===== config.mk =====
export PLATFORM = sky130hd
export DESIGN_NAME = jtkicker_gfxarb_flat
export DESIGN_NICKNAME = d
export VERILOG_FILES = /design/src/rtl/jtkicker_gfxarb_if.sv /design/src/rtl/jtkicker_gfxarb.sv /design/src/flat_wrapper.sv
export SDC_FILE = /design/constraint.sdc
export NUM_CORES = 1
export LEC_CHECK = 0
export ABC_CLOCK_PERIOD_IN_PS = 5560
export BUFFER_PORTS_ARGS = -buffer_cell sky130_fd_sc_hd__buf_2
export CAP_MARGIN = 20
export CORE_MARGIN = 3
export CORE_UTILIZATION = 30
export DETAILED_ROUTE_END_ITERATION = 8
export PLACE_DENSITY_LB_ADDON = 0.2
export SYNTH_ARGS = -nofsm -noshare
export SYNTH_HDL_FRONTEND = slang
export SYNTH_SLANG_ARGS = --single-unit
export TNS_END_PERCENT = 50

===== constraint.sdc =====
create_clock -name clk -period 5.56 [get_ports clk]
set_clock_uncertainty 0.1 [all_clocks]
set_input_delay 1.39 -clock clk [delete_from_list [all_inputs] [get_ports clk]]
set_output_delay 1.39 -clock clk [all_outputs]
set_load 0.01 [all_outputs]

===== src/rtl/jtkicker_gfxarb_if.sv =====
// Simple read port: requester drives cs/addr, responder returns data/ok.
// Used for the scroll, object and shared SDRAM ports of the graphics arbiter.
interface jtkicker_gfxarb_if #(
    parameter int AW = 13
);
    logic          cs;
    logic [AW-1:0] addr;
    logic [31:0]   data;
    logic          ok;

    modport master (output cs, addr, input data, ok);
    modport slave  (input cs, addr, output data, ok);
endinterface


===== src/rtl/jtkicker_gfxarb.sv =====
// Shares one graphics-ROM read port between the scroll and object fetchers.
// One-word hit cache per requester, scroll priority with object anti-starvation.
module jtkicker_gfxarb #(
    parameter int                SCR_AW     = 13,
    parameter int                OBJ_AW     = 14,
    parameter int                ROM_AW     = 15,
    parameter logic [ROM_AW-1:0] OBJ_OFFSET = 15'h2000,
    parameter int                STARVE     = 8
)(
    input  logic              clk,
    input  logic              rst_n,
    jtkicker_gfxarb_if.slave  scr,
    jtkicker_gfxarb_if.slave  obj,
    jtkicker_gfxarb_if.master rom
);
    localparam int CW = $clog2(STARVE + 1);

    typedef enum logic [1:0] {
        IDLE = 2'd0,
        BUSY = 2'd1,
        GAP  = 2'd2
    } state_t;

    state_t            state, state_nx;
    logic              sel;
    logic [ROM_AW-1:0] rom_addr_q;
    logic [CW-1:0]     starve_cnt;

    logic [SCR_AW-1:0] scr_tag;
    logic              scr_valid;
    logic [31:0]       scr_buf;
    logic [OBJ_AW-1:0] obj_tag;
    logic              obj_valid;
    logic [31:0]       obj_buf;

    logic              scr_hit, obj_hit, scr_pend, obj_pend;
    logic              obj_win, grant;
    logic [ROM_AW-1:0] scr_rom, obj_rom;

    // NOTE: every always_comb output gets a default first so no latch is inferred.
    always_comb begin
        scr_hit  = scr.cs && scr_valid && (scr_tag == scr.addr);
        obj_hit  = obj.cs && obj_valid && (obj_tag == obj.addr);
        scr_pend = scr.cs && !scr_hit;
        obj_pend = obj.cs && !obj_hit;
        obj_win  = obj_pend && (!scr_pend || starve_cnt >= CW'(STARVE));
        grant    = (state == IDLE) && (scr_pend || obj_pend);
        scr_rom  = ROM_AW'(scr.addr);
        obj_rom  = ROM_AW'(obj.addr) + OBJ_OFFSET;
    end

    // NOTE: sequential state uses non-blocking assignments only.
    always_ff @(posedge clk or negedge rst_n) begin
        if (!rst_n) state <= IDLE;
        else        state <= state_nx;
    end

    // Reset lands in IDLE, so a leftover rom_ok is ignored just as in GAP.
    always_comb begin
        state_nx = state;
        case (state)
            IDLE:    if (grant)  state_nx = BUSY;
            BUSY:    if (rom.ok) state_nx = GAP;
            GAP:     state_nx = IDLE;
            default: state_nx = IDLE;
        endcase
    end

    always_comb begin
        rom.cs   = (state == BUSY);
        rom.addr = rom_addr_q;
        scr.ok   = scr_hit;
        scr.data = scr_buf;
        obj.ok   = obj_hit;
        obj.data = obj_buf;
    end

    always_ff @(posedge clk or negedge rst_n) begin
        if (!rst_n) begin
            sel        <= 1'b0;
            rom_addr_q <= '0;
            starve_cnt <= '0;
        end else if (state == IDLE) begin
            if (grant) begin
                sel        <= obj_win;
                rom_addr_q <= obj_win ? obj_rom : scr_rom;
            end
            if (!obj_pend || obj_win)
                starve_cnt <= '0;
            else if (grant && starve_cnt != '1)
                starve_cnt <= starve_cnt + 1'b1;
        end
    end

    // NOTE: the cache words are plain registers, so they are reset like any
    // other state; the data outputs must read zero after reset.
    always_ff @(posedge clk or negedge rst_n) begin
        if (!rst_n) begin
            scr_tag   <= '0;
            scr_valid <= 1'b0;
            scr_buf   <= '0;
            obj_tag   <= '0;
            obj_valid <= 1'b0;
            obj_buf   <= '0;
        end else if (state == BUSY && rom.ok) begin
            // Tags come from the latched port address, not the live request.
            if (sel) begin
                obj_tag   <= OBJ_AW'(rom_addr_q - OBJ_OFFSET);
                obj_valid <= 1'b1;
                obj_buf   <= rom.data;
            end else begin
                scr_tag   <= SCR_AW'(rom_addr_q);
                scr_valid <= 1'b1;
                scr_buf   <= rom.data;
            end
        end
    end
endmodule


===== src/flat_wrapper.sv =====
// flat-port wrapper written by rule: the top's interface ports become plain ports
module jtkicker_gfxarb_flat 
#(
    parameter int                SCR_AW     = 13,
    parameter int                OBJ_AW     = 14,
    parameter int                ROM_AW     = 15,
    parameter logic [ROM_AW-1:0] OBJ_OFFSET = 15'h2000,
    parameter int                STARVE     = 8
)
  (clk, rst_n, scr_cs, scr_addr, scr_data, scr_ok, obj_cs, obj_addr, obj_data, obj_ok, rom_cs, rom_addr, rom_data, rom_ok);
  jtkicker_gfxarb_if #(.AW(13)) scr_i ();
  jtkicker_gfxarb_if #(.AW(14)) obj_i ();
  jtkicker_gfxarb_if #(.AW(15)) rom_i ();
  input  logic clk;
  input  logic rst_n;
  input wire logic [$bits(scr_i.cs)-1:0] scr_cs;
  input wire logic [$bits(scr_i.addr)-1:0] scr_addr;
  output wire logic [$bits(scr_i.data)-1:0] scr_data;
  output wire logic [$bits(scr_i.ok)-1:0] scr_ok;
  input wire logic [$bits(obj_i.cs)-1:0] obj_cs;
  input wire logic [$bits(obj_i.addr)-1:0] obj_addr;
  output wire logic [$bits(obj_i.data)-1:0] obj_data;
  output wire logic [$bits(obj_i.ok)-1:0] obj_ok;
  output wire logic [$bits(rom_i.cs)-1:0] rom_cs;
  output wire logic [$bits(rom_i.addr)-1:0] rom_addr;
  input wire logic [$bits(rom_i.data)-1:0] rom_data;
  input wire logic [$bits(rom_i.ok)-1:0] rom_ok;
  assign scr_i.cs = scr_cs;
  assign scr_i.addr = scr_addr;
  assign scr_data = scr_i.data;
  assign scr_ok = scr_i.ok;
  assign obj_i.cs = obj_cs;
  assign obj_i.addr = obj_addr;
  assign obj_data = obj_i.data;
  assign obj_ok = obj_i.ok;
  assign rom_cs = rom_i.cs;
  assign rom_addr = rom_i.addr;
  assign rom_i.data = rom_data;
  assign rom_i.ok = rom_ok;
  jtkicker_gfxarb #(.SCR_AW(SCR_AW), .OBJ_AW(OBJ_AW), .ROM_AW(ROM_AW), .OBJ_OFFSET(OBJ_OFFSET), .STARVE(STARVE)) u_core (.clk(clk), .rst_n(rst_n), .scr(scr_i), .obj(obj_i), .rom(rom_i));
endmodule

# == Word level (Yosys, flattened, before mapping) ==
# Index checks and enable logic that the tools add are counted.
# classes
n_addsub,3
mul,0
n_div,0
magnitude_cmp,1
n_eq_ne,6
n_shift,0
muxes,6
bitwise,1
reduce_logical,24
# op_table
cell,n
14-bit by 14-bit adder with 15-bit output (second input constant),1
15-bit 2-to-1 mux,1
14-bit equality test,1
14-bit subtractor (second input constant),1
13-bit equality test,1
1-bit logical AND,10
2-bit AND reduction,5
4-bit 2-to-1 mux,2
4-bit by 1-bit adder with 4-bit output (second input constant),1
4-bit greater-or-equal comparator (second input constant),1
1-bit zero test,4
2-bit 2-to-1 mux,2
2-bit by 1-bit != test with 1-bit output (second input constant),2
4-bit != test (second input constant),1
2-bit one-hot mux with 2 select lines,1
1-bit logical OR,3
2-bit by 1-bit equality test with 1-bit output (second input constant),1
2-bit zero test,1
2-bit nonzero test,1
1-bit NOT,1
# word_totals
reg_bits,115
latch_bits,0
ram_bits,0
romBits,0
input_bits,64
wordCells,51
memories,0

# == Longest topological paths before layout ==
# Gate-level depths: netlist of the first run.
# depth
depth_word,10
mapped_depth,8
depth_no_buf,6

# == Worst setup path after synthesis of the first run ==
# No wires, ideal clock.
# synth_path
path_kind,input to output
start,input port obj_addr[1]
end,output port obj_ok
arrival_time_ps,2651
path_slack_ps,1419
cell_stages,3
path_buffers,0
path_cell_list,xor2_1 > or4_2 > nor4_1
# synth_via
elab_chain_len,2
# synth_lines
element,line_no,text
start: declaration,flat_wrapper.sv:21,input wire logic [$bits(obj_i.addr)-1:0] obj_addr;
14-bit equality test,jtkicker_gfxarb.sv:43,obj_hit = obj.cs && obj_valid && (obj_tag == obj.addr);
1-bit logical AND,jtkicker_gfxarb.sv:43,
end: declaration,flat_wrapper.sv:23,output wire logic [$bits(obj_i.ok)-1:0] obj_ok;
# No other way between the ends.

# == Worst setup path after layout of the first run ==
# Ends and elaborated chain as after synthesis.

==> impl_summary.log, run 1 <==
[metrics] sum of negative setup slack: 0 ns
[metrics] clock sink count: roughly 120
[metrics] DP Cell Count: just under 700
[metrics] Tightest Pin Transition: 0.9083 ns
[metrics] share of final-layout standard cells stronger than drive strength 1: 62.02%
[metrics] Critical Path Most Common Cell: sky130_fd_sc_hd__buf_2
[metrics] final routed wirelength across all metal layers: 11730 um
[metrics] Maximum Capacitance Violations: 0
[metrics] post-cts sizing count: 0
[metrics] total power after layout: 4044 uW
[metrics] gate count after technology mapping: 326
[metrics] final setup fails: 0
[metrics] TritonCTS buffer count: 17
[metrics] clk_lat worst skew: around 0.4 ns
[metrics] maximum buffer depth of the clock tree: 2
[metrics] internal power consumption: 2808 uW
[metrics] port buffer count: 145
[metrics] Post-Syn Nets: 392
[metrics] part of the power in combinational logic: 33.5%
[metrics] synth top area cells: sky130_fd_sc_hd__dfrtp_1 (58%), sky130_fd_sc_hd__mux2_2 (24%), sky130_fd_sc_hd__mux2_4 (4.6%)
[metrics] number of inserted diodes: 0
[metrics] period utilization: 80.83%
[metrics] number of storage elements in the synthesis netlist: about 120
[metrics] fraction of the yosys area taken by sequential cells: 58.14%
[metrics] largest area contributor in the netlist: sky130_fd_sc_hd__dfrtp_1
[metrics] number of iterations in the first detailed-routing pass: 4
[metrics] Hold Crit Class: reg2reg
[metrics] pin count of the biggest net entering global routing: 70
[metrics] leakage power: 0.003076 uW
[metrics] routed via count: 3168
[metrics] total overflow reported by the global router: 0
[metrics] path type of the worst setup path: in2out
[metrics] average instance area after synthesis: 15.18 um^2
[metrics] final-layout fill cell count: around 1600
[metrics] global-route wire length before repair: 19100 um
[metrics] multi-input logic area: slightly below 2000 um^2
[metrics] hold slack final: 0.3638 ns
[metrics] Reg area: 2878 um^2
[metrics] critical path, cell by cell: buf_2, xor2_1, or4_2, nor4_1, buf_2
[metrics] clock share of power: around 30%
[metrics] routability congestion estimate: 0.7295
[metrics] crit path time final: approximately 4.5 ns
[metrics] Largest stage delay, worst path: about 0.66 ns
[metrics] kind of end point of the critical path: primary output
[metrics] unique cell type count in the Yosys netlist: 33
[metrics] Clock Tree Root: sky130_fd_sc_hd__clkbuf_16
[metrics] switching power as a share of total power: 30.57%
[metrics] relative contribution of sequential cells to total power: between 30% and 40%
[metrics] net load switching power: 1236 uW
[metrics] via count of the first global-routing pass: 3561
[metrics] core footprint: between 15000 and 20000 um^2
[metrics] critical path data required time: around 4 ns
[metrics] warning count from the yosys run: 0
[metrics] status: complete, no violations
[metrics] mean number of vias per cell: 4.456
[metrics] Worst-path clk slew: ~0.050 ns
[metrics] Avg WL per Cell: 16.50 um
[metrics] quantity of hold-fixing buffers added after cts: 0
[metrics] synthesized cell area: 4950 um^2
[metrics] post-layout instance count excluding filler cells: 711
[metrics] Syn-to-layout area delta: 32.89%
[metrics] overall routing resource usage: 13.63%
[metrics] data arrival time at the worst-slack endpoint: ~3.0 ns
[metrics] post-CTS repair timing setup buffer count: 0
[metrics] Layout Utilization: 41.11%
[metrics] Iteration-0 DRC Markers: 90
[metrics] relative slew slack: 39.45%
[metrics] DRC violation count after routing: 0
[metrics] Chip Height: between 100 and 150 um
[metrics] initial antenna violation count: 1
[metrics] detailed placement HPWL: 8423 um
[metrics] setup repair after global routing missed its margin: false
[metrics] Crit Path Max Fanout: 2
[metrics] # rows: 46
[metrics] hold violation total from the final report: 0
[metrics] library cell contributing the largest single delay on the critical path: sky130_fd_sc_hd__or4_2
[metrics] Synth top area share: between 50% and 60%
[metrics] kind of start point of the critical path: primary input
[metrics] final-report max-slew violation count: 0
[metrics] boundary pin count: about 150
[metrics] H-Tree Level Count: 4
[metrics] Peak Freq: 222.5 MHz
[metrics] die width: about 130 um
[metrics] post-layout net count: 548
[metrics] Initial Utilization: 30.94%
[metrics] Total Die Area: 18080 um^2
[metrics] number of nets with antenna violations after routing: 0
[metrics] Max rail drop VDD: 0.2522 mV
[metrics] Pwr Density: 614.8 nW/um^2
[metrics] CTS tree: done
## worst max-delay path, delay by kind of cell
kind	cells	cell delay, ns
AND/OR/NAND/NOR	2	1.10
buffers and inverters	2	0.33
XOR/XNOR	1	0.17
## flip-flops by register name (all words and copies together) (netlist names)
| name | flops |
|---|---|
| u_core.scr_valid | 1 |
| u_core.rom.addr | 15 |
| u_core.obj.data | 32 |
| u_core.scr_tag | 13 |
| u_core.sel | 1 |
| u_core.starve_cnt | 4 |
| u_core.obj_valid | 1 |
| u_core.obj_tag | 14 |
| u_core.scr.data | 32 |
| u_core.state | 2 |
## Yosys cell counts (all sizes together)
master   instances
mux2i            1
or4              2
and2             1
o21ai            3
or2              2
xor2             3
xnor2           24
buf              7
o41a             1
clkbuf           6
dfrtp          115
nor4             2
nand4            8
nor2             4
nand2            4
and3             1
nand2b           2
nand4bb          2
nand3            3
ha               2
nor2b            2
a22o             1
a21oi            1
o311ai           1
mux2           119
inv              7
o22ai            2
## placed cells by master (no fill, tap or decap), drive strengths merged
master,Yosys,routed
buf,7,150
mux2,119,119
dfrtp,115,115
xnor2,24,24
clkbuf,6,22
nand4,8,8
inv,7,7
bufinv,0,5
nor2,4,4
clkinv,0,4
nand2,4,4
xor2,3,3
nand3,3,3
o21ai,3,3
nor2b,2,2
nand4bb,2,2
or2,2,2
o22ai,2,2
nand2b,2,2
ha,2,2
or4,2,2
nor4,2,2
and3,1,1
o41a,1,1
a22o,1,1
o311ai,1,1
a21oi,1,1
and2,1,1
mux2i,1,1
clkinvlp,0,1
## per-stage QoR
step           instance area [um^2]  setup WS (ns)
2_1_floorplan                  4950          1.419
3_3_place_gp                   5898          1.095
3_5_place_dp                   5926          1.074
4_1_cts                        6578          1.066
5_1_grt                        6578         0.9705
6_report                       6578          1.066
## layer usage
layer	share of wire [%]	vias to the layer above	GRT usage (%)
met2	47	109	21.17
met4	1.6	2	5.713
met3	8.0	17	5.440
met1	44	1572	16.96
li1	-	1468	-
met5	0.094	-	0
## power groups by stage
stage	Clock [uW]	Combinational, uW	Sequential [uW]
2_1_floorplan	0	737	1610
3_3_place_gp	0	1370	1480
3_5_place_dp	0	1390	1500
4_1_cts	1230	1390	1490
5_1_grt	1270	1480	1540
6_report	1200	1360	1490
## kinds of logic (layout without fill, tap and decap cells)
logic type                 Yosys count  count (layout)  share of synthesized area [%]
muxes                              120             120                          28.41
adders and majority gates            2               2                         0.5055
xor gates and xnor gates            27              27                          4.778
DFF                                115             115                          58.14
AOI/OAI and AO/OA                    9               9                          1.592
buffers and inverters               20             189                          2.224
and+or+nand+nor                     33              33                          4.348
## path summary, 6_finish.rpt
check | slack [ns] | to | cells after the start | from
setup / recovery | 1.07 | obj_ok | 5 | obj_addr[1]
hold / removal | 0.36 | u_core.obj_valid | 1 | u_core.obj_valid
setup reg to reg | 2.70 | u_core.rom.addr[3] | 7 | u_core.obj_tag[9]
hold reg to reg | 0.36 | u_core.obj_valid | 1 | u_core.obj_valid
max in group asynchronous | 3.20 | u_core.scr.data[24] | 2 | rst_n
min in group asynchronous | 1.02 | u_core.obj_tag[3] | 1 | rst_n
## area by class of cell
cell class                 instances  area share [%]
inverter                           7          0.3995
clock buffer                      22           7.209
tap                              216           4.109
clock inverter                    10           2.701
multi-input combinational        191           29.88
timing repair buffer             150           11.95
sequential                       115           43.75
Power figures use the tool's default switching activity.
==> run 2: changes to the inputs <==
--- a/config.mk
+++ b/config.mk
@@ -5,7 +5,7 @@
 export SDC_FILE = /design/constraint.sdc
 export NUM_CORES = 1
 export LEC_CHECK = 0
-export ABC_CLOCK_PERIOD_IN_PS = 5560
+export ABC_CLOCK_PERIOD_IN_PS = 4200
 export BUFFER_PORTS_ARGS = -buffer_cell sky130_fd_sc_hd__buf_2
 export CAP_MARGIN = 20
 export CORE_MARGIN = 3
==> constraint.sdc (replaced) <==
create_clock -name clk -period 4.2 [get_ports clk]
set_clock_uncertainty 0.1 [all_clocks]
set_input_delay 1.05 -clock clk [delete_from_list [all_inputs] [get_ports clk]]
set_output_delay 1.05 -clock clk [all_outputs]
set_load 0.01 [all_outputs]
==> run 2 against run 1 <==
Final cell count grew 0.14%. Total power up 29%. Die area did not move. Count of clock-buffer cells in the layout decreased by 1. Sequential power grew 32%. Setup slack worse by 0.58 ns. First-iteration DRC count is 22% higher. Core utilization down 0.24 points. Critical path depth is the same. Largest cell class unchanged. Global-route usage up 0.072 points. Clock power is 20% higher.
==> impl_summary.log, run 2 (synthesis gave the netlist of run 1 again) <==
[metrics] status: complete, no violations (unchanged)
[metrics] number of inserted diodes: 0 (unchanged)
[metrics] kind of start point of the critical path: primary input (unchanged)
[metrics] end point of the most critical hold path: u_core.obj_valid (unchanged)
[metrics] Hold Crit Class: reg2reg (unchanged)
[metrics] total overflow reported by the global router: 0 (unchanged)
[metrics] pin count of the biggest net entering global routing: 62 (was 70)
[metrics] family with the most delay on the worst path: simple AND/OR/NAND/NOR gates (unchanged)
[metrics] Layout Utilization: 40.87% (was 41.11%)
[metrics] die width: 134.5 um (unchanged)
[metrics] part of the power in combinational logic: 34.5% (was 33.5%)
[metrics] Peak Freq: 269.6 MHz
[metrics] final setup fails: 0 (unchanged)
[metrics] Largest stage delay, worst path: 0.67 ns (was 0.66 ns)
[metrics] worst-case reg-to-reg path depth: 7 (unchanged)
[metrics] global-route wire length before repair: 18950 um (was 19100 um)
[metrics] internal power consumption: 3588 uW (was 2808 uW)
[metrics] overall routing resource usage: 13.70% (was 13.63%)
[metrics] Initial Utilization: 30.94% (unchanged)
[metrics] core footprint: 16000 um^2 (unchanged)
[metrics] Iteration-0 DRC Markers: 110 (was 90)
[metrics] mean number of vias per cell: 4.437 (was 4.456)
[metrics] Max rail drop VDD: 0.2911 mV (was 0.2522 mV)
[metrics] Pwr Density: 796.6 nW/um^2 (was 614.8 nW/um^2)
[metrics] Syn-to-layout area delta: 32.10% (was 32.89%)
[metrics] initial antenna violation count: 1 (unchanged)
[metrics] commonest non-fill, non-tap cells in the layout: sky130_fd_sc_hd__buf_2 (144), sky130_fd_sc_hd__dfrtp_1 (115), sky130_fd_sc_hd__mux2_2 (104) (unchanged)
[metrics] # rows: 46 (unchanged)
[metrics] clk_lat worst skew: 0.40 ns (about the same)
[metrics] path type of the worst setup path: in2out (unchanged)
[metrics] routability congestion estimate: 0.6923 (was 0.7295)
[metrics] hold violation total from the final report: 0 (unchanged)
[metrics] hold slack final: 0.3858 ns (was 0.3638 ns)
[metrics] TritonCTS buffer count: 17 (unchanged)
[metrics] kind of end point of the critical path: primary output (unchanged)
[metrics] buffers plus inverters on the worst setup path: 2 (unchanged)
[metrics] relative slew slack: 52.25% (was 39.45%)
[metrics] boundary pin count: 146 (unchanged)
[metrics] final routed wirelength across all metal layers: 11660 um (was 11730 um)
[metrics] critical path data required time: 3.05 ns (was 4.07 ns)
[metrics] setup repair after global routing missed its margin: false (unchanged)
[metrics] relative contribution of sequential cells to total power: 37.8% (was 36.8%)
[metrics] number of nets with antenna violations after routing: 0 (unchanged)
[metrics] number of iterations in the first detailed-routing pass: 4 (unchanged)
[metrics] Tightest Pin Transition: 0.7162 ns (was 0.9083 ns)
[metrics] sum of negative setup slack: 0 ns (unchanged)
[metrics] Post-Place Cell Area: 5946 um^2 (was 5926 um^2)
[metrics] DRC violation count after routing: 0 (unchanged)
[metrics] data arrival time at the worst-slack endpoint: 2.56 ns (was 3.00 ns)
[metrics] endpoint of the worst register-to-register path: u_core.rom.addr[2] (was u_core.rom.addr[3])
[metrics] switching power as a share of total power: 31.12% (was 30.57%)
[metrics] net load switching power: 1621 uW (was 1236 uW)
[metrics] post-CTS repair timing setup buffer count: 0 (unchanged)
[metrics] library cell contributing the largest single delay on the critical path: sky130_fd_sc_hd__or4_2 (unchanged)
[metrics] critical path, cell by cell: buf_2, xor2_1, or4_2, nor4_1, buf_2 (unchanged)
[metrics] startpoint of the most critical register-to-register path: u_core.obj_tag[7] (was u_core.obj_tag[9])
[metrics] period utilization: between 80% and 90%
[metrics] post-cts sizing count: 0 (unchanged)
[metrics] commonest non-fill, non-tap cell in the layout: sky130_fd_sc_hd__buf_2 (unchanged)
[metrics] H-Tree Level Count: 4 (unchanged)
[metrics] count of cells along the worst hold path: 1 (unchanged)
[metrics] post-layout net count: 550 (was 548)
[metrics] CTS tree: done (unchanged)
[metrics] via count of the first global-routing pass: 3481 (was 3561)
[metrics] final-report max-slew violation count: 0 (unchanged)
[metrics] Crit Path Max Fanout: 2 (unchanged)
[metrics] quantity of hold-fixing buffers added after cts: 0 (unchanged)
[metrics] Total Die Area: 18080 um^2 (unchanged)
[metrics] worst reg-to-reg setup slack: 1.40 ns (was 2.70 ns)
[metrics] crit path time final: 3.709 ns
[metrics] DP Cell Count: 681 (was 679)
[metrics] Clock Tree Root: sky130_fd_sc_hd__clkbuf_16 (unchanged)
[metrics] port buffer count: 145 (unchanged)
[metrics] clock sink count: 115 (unchanged)
[metrics] detailed placement HPWL: 8454 um (was 8423 um)
[metrics] final cell area excluding filler cells: 6539 um^2 (was 6578 um^2)
[metrics] routed via count: 3159 (was 3168)
[metrics] leakage power: 0.003052 uW (was 0.003076 uW)
[metrics] clock share of power: 27.7% (was 29.7%)
[metrics] Maximum Capacitance Violations: 0 (unchanged)
[metrics] maximum buffer depth of the clock tree: 2 (unchanged)
[metrics] share of final-layout standard cells stronger than drive strength 1: 62.10% (was 62.02%)
[metrics] Critical Path Most Common Cell: sky130_fd_sc_hd__buf_2 (unchanged)
[metrics] Avg WL per Cell: 16.37 um (was 16.50 um)
[metrics] startpoint of the tightest hold check path: u_core.obj_valid (unchanged)
[metrics] Chip Height: 134.5 um (unchanged)
[metrics] Worst-path clk slew: 0.05 ns (about the same)
[metrics] post-layout instance count excluding filler cells: 712 (was 711)
==> run 2: cell types whose count changed in the layout (fill, tap and decap cells not counted) <==
cell	change
sky130_fd_sc_hd__buf_12	+2
sky130_fd_sc_hd__buf_16	-1
sky130_fd_sc_hd__buf_4	+1
sky130_fd_sc_hd__bufinv_16	-2
sky130_fd_sc_hd__clkbuf_8	-1
sky130_fd_sc_hd__clkinvlp_4	+2
==> run 2: worst max-delay path by stage <==
stage / startpoint / end / slack [ns] / cells after the start
after global routing: obj_addr[1] / obj_ok / 0.35 / 5
after detailed placement: obj_addr[1] / obj_ok / 0.49 / 5
after global placement: obj_addr[1] / obj_ok / 0.42 / 5
after floorplan: obj_addr[1] / obj_ok / 0.74 / 3
final: obj_addr[1] / obj_ok / 0.49 / 5
after CTS: obj_addr[1] / obj_ok / 0.48 / 5
==> run 2: final cells by class <==
class / instances / area, um^2
inverter: 7 / 26.28
tap: 216 / 270.3
clock buffer: 21 / 460.4
multi-input combinational: 191 / 1966
timing repair buffer: 152 / 805.8
sequential: 115 / 2878
fill: 1542 / 9462
clock inverter: 10 / 132.6
==> run 2: metal layers <==
layer | GRT usage [%] | share of wire [%] | routed length [um]
met5 | 0 | 0.11 | 13
met4 | 5.090 | 1.4 | 161
met3 | 6.334 | 8.5 | 992
met2 | 21.34 | 48 | 5593
met1 | 16.72 | 42 | 4895
==> run 2: stage by stage <==
step / total power [uW] / setup WS [ns]
final: 5209 / 0.4907
after global routing: 5555 / 0.3512
after CTS: 5308 / 0.4820
after detailed placement: 3828 / 0.4902
after global placement: 3788 / 0.4224
after floorplan: 3109 / 0.7394
==> run 2: power by group through the flow <==
stage,clock network (uW),registers (uW),logic (uW)
2_1_floorplan,0,2130,976
3_3_place_gp,0,1970,1820
3_5_place_dp,0,1980,1840
4_1_cts,1480,1980,1850
5_1_grt,1550,2050,1960
6_report,1440,1970,1800
==> run 3: changes to the inputs <==
--- a/config.mk
+++ b/config.mk
@@ -5,7 +5,7 @@
 export SDC_FILE = /design/constraint.sdc
 export NUM_CORES = 1
 export LEC_CHECK = 0
-export ABC_CLOCK_PERIOD_IN_PS = 4200
+export ABC_CLOCK_PERIOD_IN_PS = 3500
 export BUFFER_PORTS_ARGS = -buffer_cell sky130_fd_sc_hd__buf_2
 export CAP_MARGIN = 20
 export CORE_MARGIN = 3
==> constraint.sdc (replaced) <==
create_clock -name clk -period 3.5 [get_ports clk]
set_clock_uncertainty 0.1 [all_clocks]
set_input_delay 0.875 -clock clk [delete_from_list [all_inputs] [get_ports clk]]
set_output_delay 0.875 -clock clk [all_outputs]
set_load 0.01 [all_outputs]
==> run 3 against run 2 <==
Final cell count increased by 0.14%. Clock power up 34%. Sequential share of layout area shrank 0.46 points. Global-route usage up 0.35 points. Via count up 1.7%. Register-to-register slack lost 0.56 ns. First-iteration DRC count shrank 25%. Routed wire length rose by 4.4%. Combinational power grew 21%. Largest power group unchanged.
==> impl_summary.log, run 3 (synthesis gave the netlist of run 1 again) <==
[metrics] Tightest Pin Transition: 0.7015 ns (was 0.7162 ns)
[metrics] final-report max-slew violation count: 0 (unchanged)
[metrics] initial antenna violation count: 1 (unchanged)
[metrics] DRC violation count after routing: 0 (unchanged)
[metrics] Clock Tree Root: sky130_fd_sc_hd__clkbuf_16 (unchanged)
[metrics] Crit Path Max Fanout: 2 (unchanged)
[metrics] buffers plus inverters on the worst setup path: 2 (unchanged)
[metrics] critical path data required time: 2.52 ns (was 3.05 ns)
[metrics] total power after layout: 6473 uW (was 5209 uW)
[metrics] TritonCTS buffer count: 17 (unchanged)
[metrics] clk_lat worst skew: 0.41 ns (was 0.40 ns)
[metrics] mean number of vias per cell: 4.508 (was 4.437)
[metrics] maximum buffer depth of the clock tree: 2 (unchanged)
[metrics] library cell contributing the largest single delay on the critical path: sky130_fd_sc_hd__or4_2 (unchanged)
[metrics] final setup fails: 0 (unchanged)
[metrics] post-layout net count: 550 (unchanged)
[metrics] path type of the worst setup path: in2out (unchanged)
[metrics] highest metal layer with signal wires: met5 (unchanged)
[metrics] Layout Utilization: 41.30% (was 40.87%)
[metrics] Largest stage delay, worst path: 0.68 ns (was 0.67 ns)
[metrics] total met3 wirelength after detailed routing: 1048 um (was 992 um)
[metrics] kind of start point of the critical path: primary input (unchanged)
[metrics] overall routing resource usage: 14.05% (was 13.70%)
[metrics] quantity of hold-fixing buffers added after cts: 0 (unchanged)
[metrics] number of nets with antenna violations after routing: 0 (unchanged)
[metrics] hold violation total from the final report: 0 (unchanged)
[metrics] kind of end point of the critical path: primary output (unchanged)
[metrics] final-layout fill cell count: 1576 (was 1542)
[metrics] Iteration-0 DRC Markers: 82 (was 110)
[metrics] Avg WL per Cell: 17.06 um (was 16.37 um)
[metrics] status: complete, no violations (unchanged)
[metrics] final routed wirelength across all metal layers: 12160 um (was 11660 um)
[metrics] sum of negative setup slack: 0 ns (unchanged)
[metrics] data arrival time at the worst-slack endpoint: 2.38 ns (was 2.56 ns)
[metrics] crit path time final: approximately 3.4 ns
[metrics] relative slew slack: 53.23% (was 52.25%)
[metrics] port buffer count: 145 (unchanged)
[metrics] post-route met1 wirelength: 5300 um (was 4895 um)
[metrics] post-CTS repair timing setup buffer count: 0 (unchanged)
[metrics] post-layout instance count excluding filler cells: 713 (was 712)
[metrics] boundary pin count: 146 (unchanged)
[metrics] share of final-layout standard cells stronger than drive strength 1: 62.58% (was 62.10%)
[metrics] global-route wire length before repair: 19370 um (was 18950 um)
[metrics] die width: 134.5 um (unchanged)
[metrics] commonest non-fill, non-tap cell in the layout: sky130_fd_sc_hd__buf_2 (unchanged)
[metrics] CTS tree: done (unchanged)
[metrics] Chip Height: 134.5 um (unchanged)
[metrics] Total Die Area: 18080 um^2 (unchanged)
[metrics] number of iterations in the first detailed-routing pass: 4 (unchanged)
[metrics] Initial Utilization: 30.94% (unchanged)
[metrics] Pwr Density: 979.7 nW/um^2 (was 796.6 nW/um^2)
[metrics] Critical Path Most Common Cell: sky130_fd_sc_hd__buf_2 (unchanged)
[metrics] Maximum Capacitance Violations: 0 (unchanged)
[metrics] core footprint: 16000 um^2 (unchanged)
[metrics] leakage power: 0.003080 uW (was 0.003052 uW)
[metrics] Hold Crit Class: reg2reg (unchanged)
[metrics] Max rail drop VDD: 0.4135 mV (was 0.2911 mV)
[metrics] setup repair after global routing missed its margin: false (unchanged)
[metrics] clock sink count: 115 (unchanged)
[metrics] DP Cell Count: 681 (unchanged)
[metrics] pin count of the biggest net entering global routing: 67 (was 62)
[metrics] routed via count: 3214 (was 3159)
[metrics] period utilization: 95.97%
[metrics] detailed placement HPWL: 8439 um (was 8454 um)
[metrics] number of inserted diodes: 0 (unchanged)
[metrics] critical path, cell by cell: buf_2, xor2_1, or4_2, nor4_2, buf_2 (was buf_2, xor2_1, or4_2, nor4_1, buf_2)
[metrics] via count of the first global-routing pass: 3511 (was 3481)
[metrics] Worst-path clk slew: 0.06 ns (was 0.05 ns)
[metrics] # rows: 46 (unchanged)
[metrics] Syn-to-layout area delta: 33.49% (was 32.10%)
[metrics] family with the most delay on the worst path: simple AND/OR/NAND/NOR gates (unchanged)
[metrics] commonest non-fill, non-tap cells in the layout: sky130_fd_sc_hd__buf_2 (144), sky130_fd_sc_hd__dfrtp_1 (115), sky130_fd_sc_hd__mux2_2 (104) (unchanged)
[metrics] wire length on met2: 5667 um (was 5593 um)
[metrics] post-cts sizing count: 0 (unchanged)
[metrics] H-Tree Level Count: 4 (unchanged)
[metrics] routability congestion estimate: 0.7498 (was 0.6923)
[metrics] Peak Freq: slightly below 300 MHz
[metrics] total overflow reported by the global router: 0 (unchanged)
## run 3: area by class of cell
class,count,area (um^2),share of cell area [%]
repair buffers,152,805.8,12.19
inverters,7,26.28,0.3977
multi-input cells,191,1972,29.84
clock buffers,18,429.2,6.495
flip-flops and latches,115,2878,43.55
clock inverters,14,226.5,3.427
well taps,216,270.3,4.090
## run 3: per-layer routing
layer / up-vias / GRT usage, %
met5: - / 0
met1: 1619 / 17.59
li1: 1476 / -
met4: 2 / 4.299
met3: 12 / 6.967
met2: 105 / 21.45
## run 3: per-stage QoR
stage	area [um^2]	hold slack, ns	setup WS (ns)
2_1_floorplan	4950	0.3350	0.3894
4_1_cts	6601	0.3699	0.07593
3_3_place_gp	5946	0.3547	0.07307
6_report	6608	0.3653	0.1411
3_5_place_dp	5946	0.3524	0.08420
5_1_grt	6608	0.3777	0.04766
## run 3: worst paths after layout
check                                       endpoint               start  cells after the start  slack, ns
min in group asynchronous       u_core.starve_cnt[3]               rst_n                      1       0.41
worst min register to register      u_core.obj_valid    u_core.obj_valid                      1       0.37
worst min-delay path                u_core.obj_valid    u_core.obj_valid                      1       0.37
worst max register to register    u_core.rom.addr[3]  u_core.obj_tag[12]                      7       0.84
worst max-delay path                          obj_ok         obj_addr[1]                      5       0.14
max in group asynchronous         u_core.scr.data[4]               rst_n                      2       2.09
## run 3: power by group
part / switching [uW] / internal, uW / total, uW
logic: 998 / 1170 / 2170
clock network: 657 / 1280 / 1930
registers: 383 / 1990 / 2370
## run 3: worst reg2reg max path, stage by stage (launching register included)
cell	delay, ns
sky130_fd_sc_hd__dfrtp_1	0.38
sky130_fd_sc_hd__xnor2_1	0.27
sky130_fd_sc_hd__nand4bb_1	0.14
sky130_fd_sc_hd__or4_4	0.59
sky130_fd_sc_hd__o311ai_4	0.10
sky130_fd_sc_hd__buf_4	0.33
sky130_fd_sc_hd__mux2_2	0.37
sky130_fd_sc_hd__mux2_2	0.26
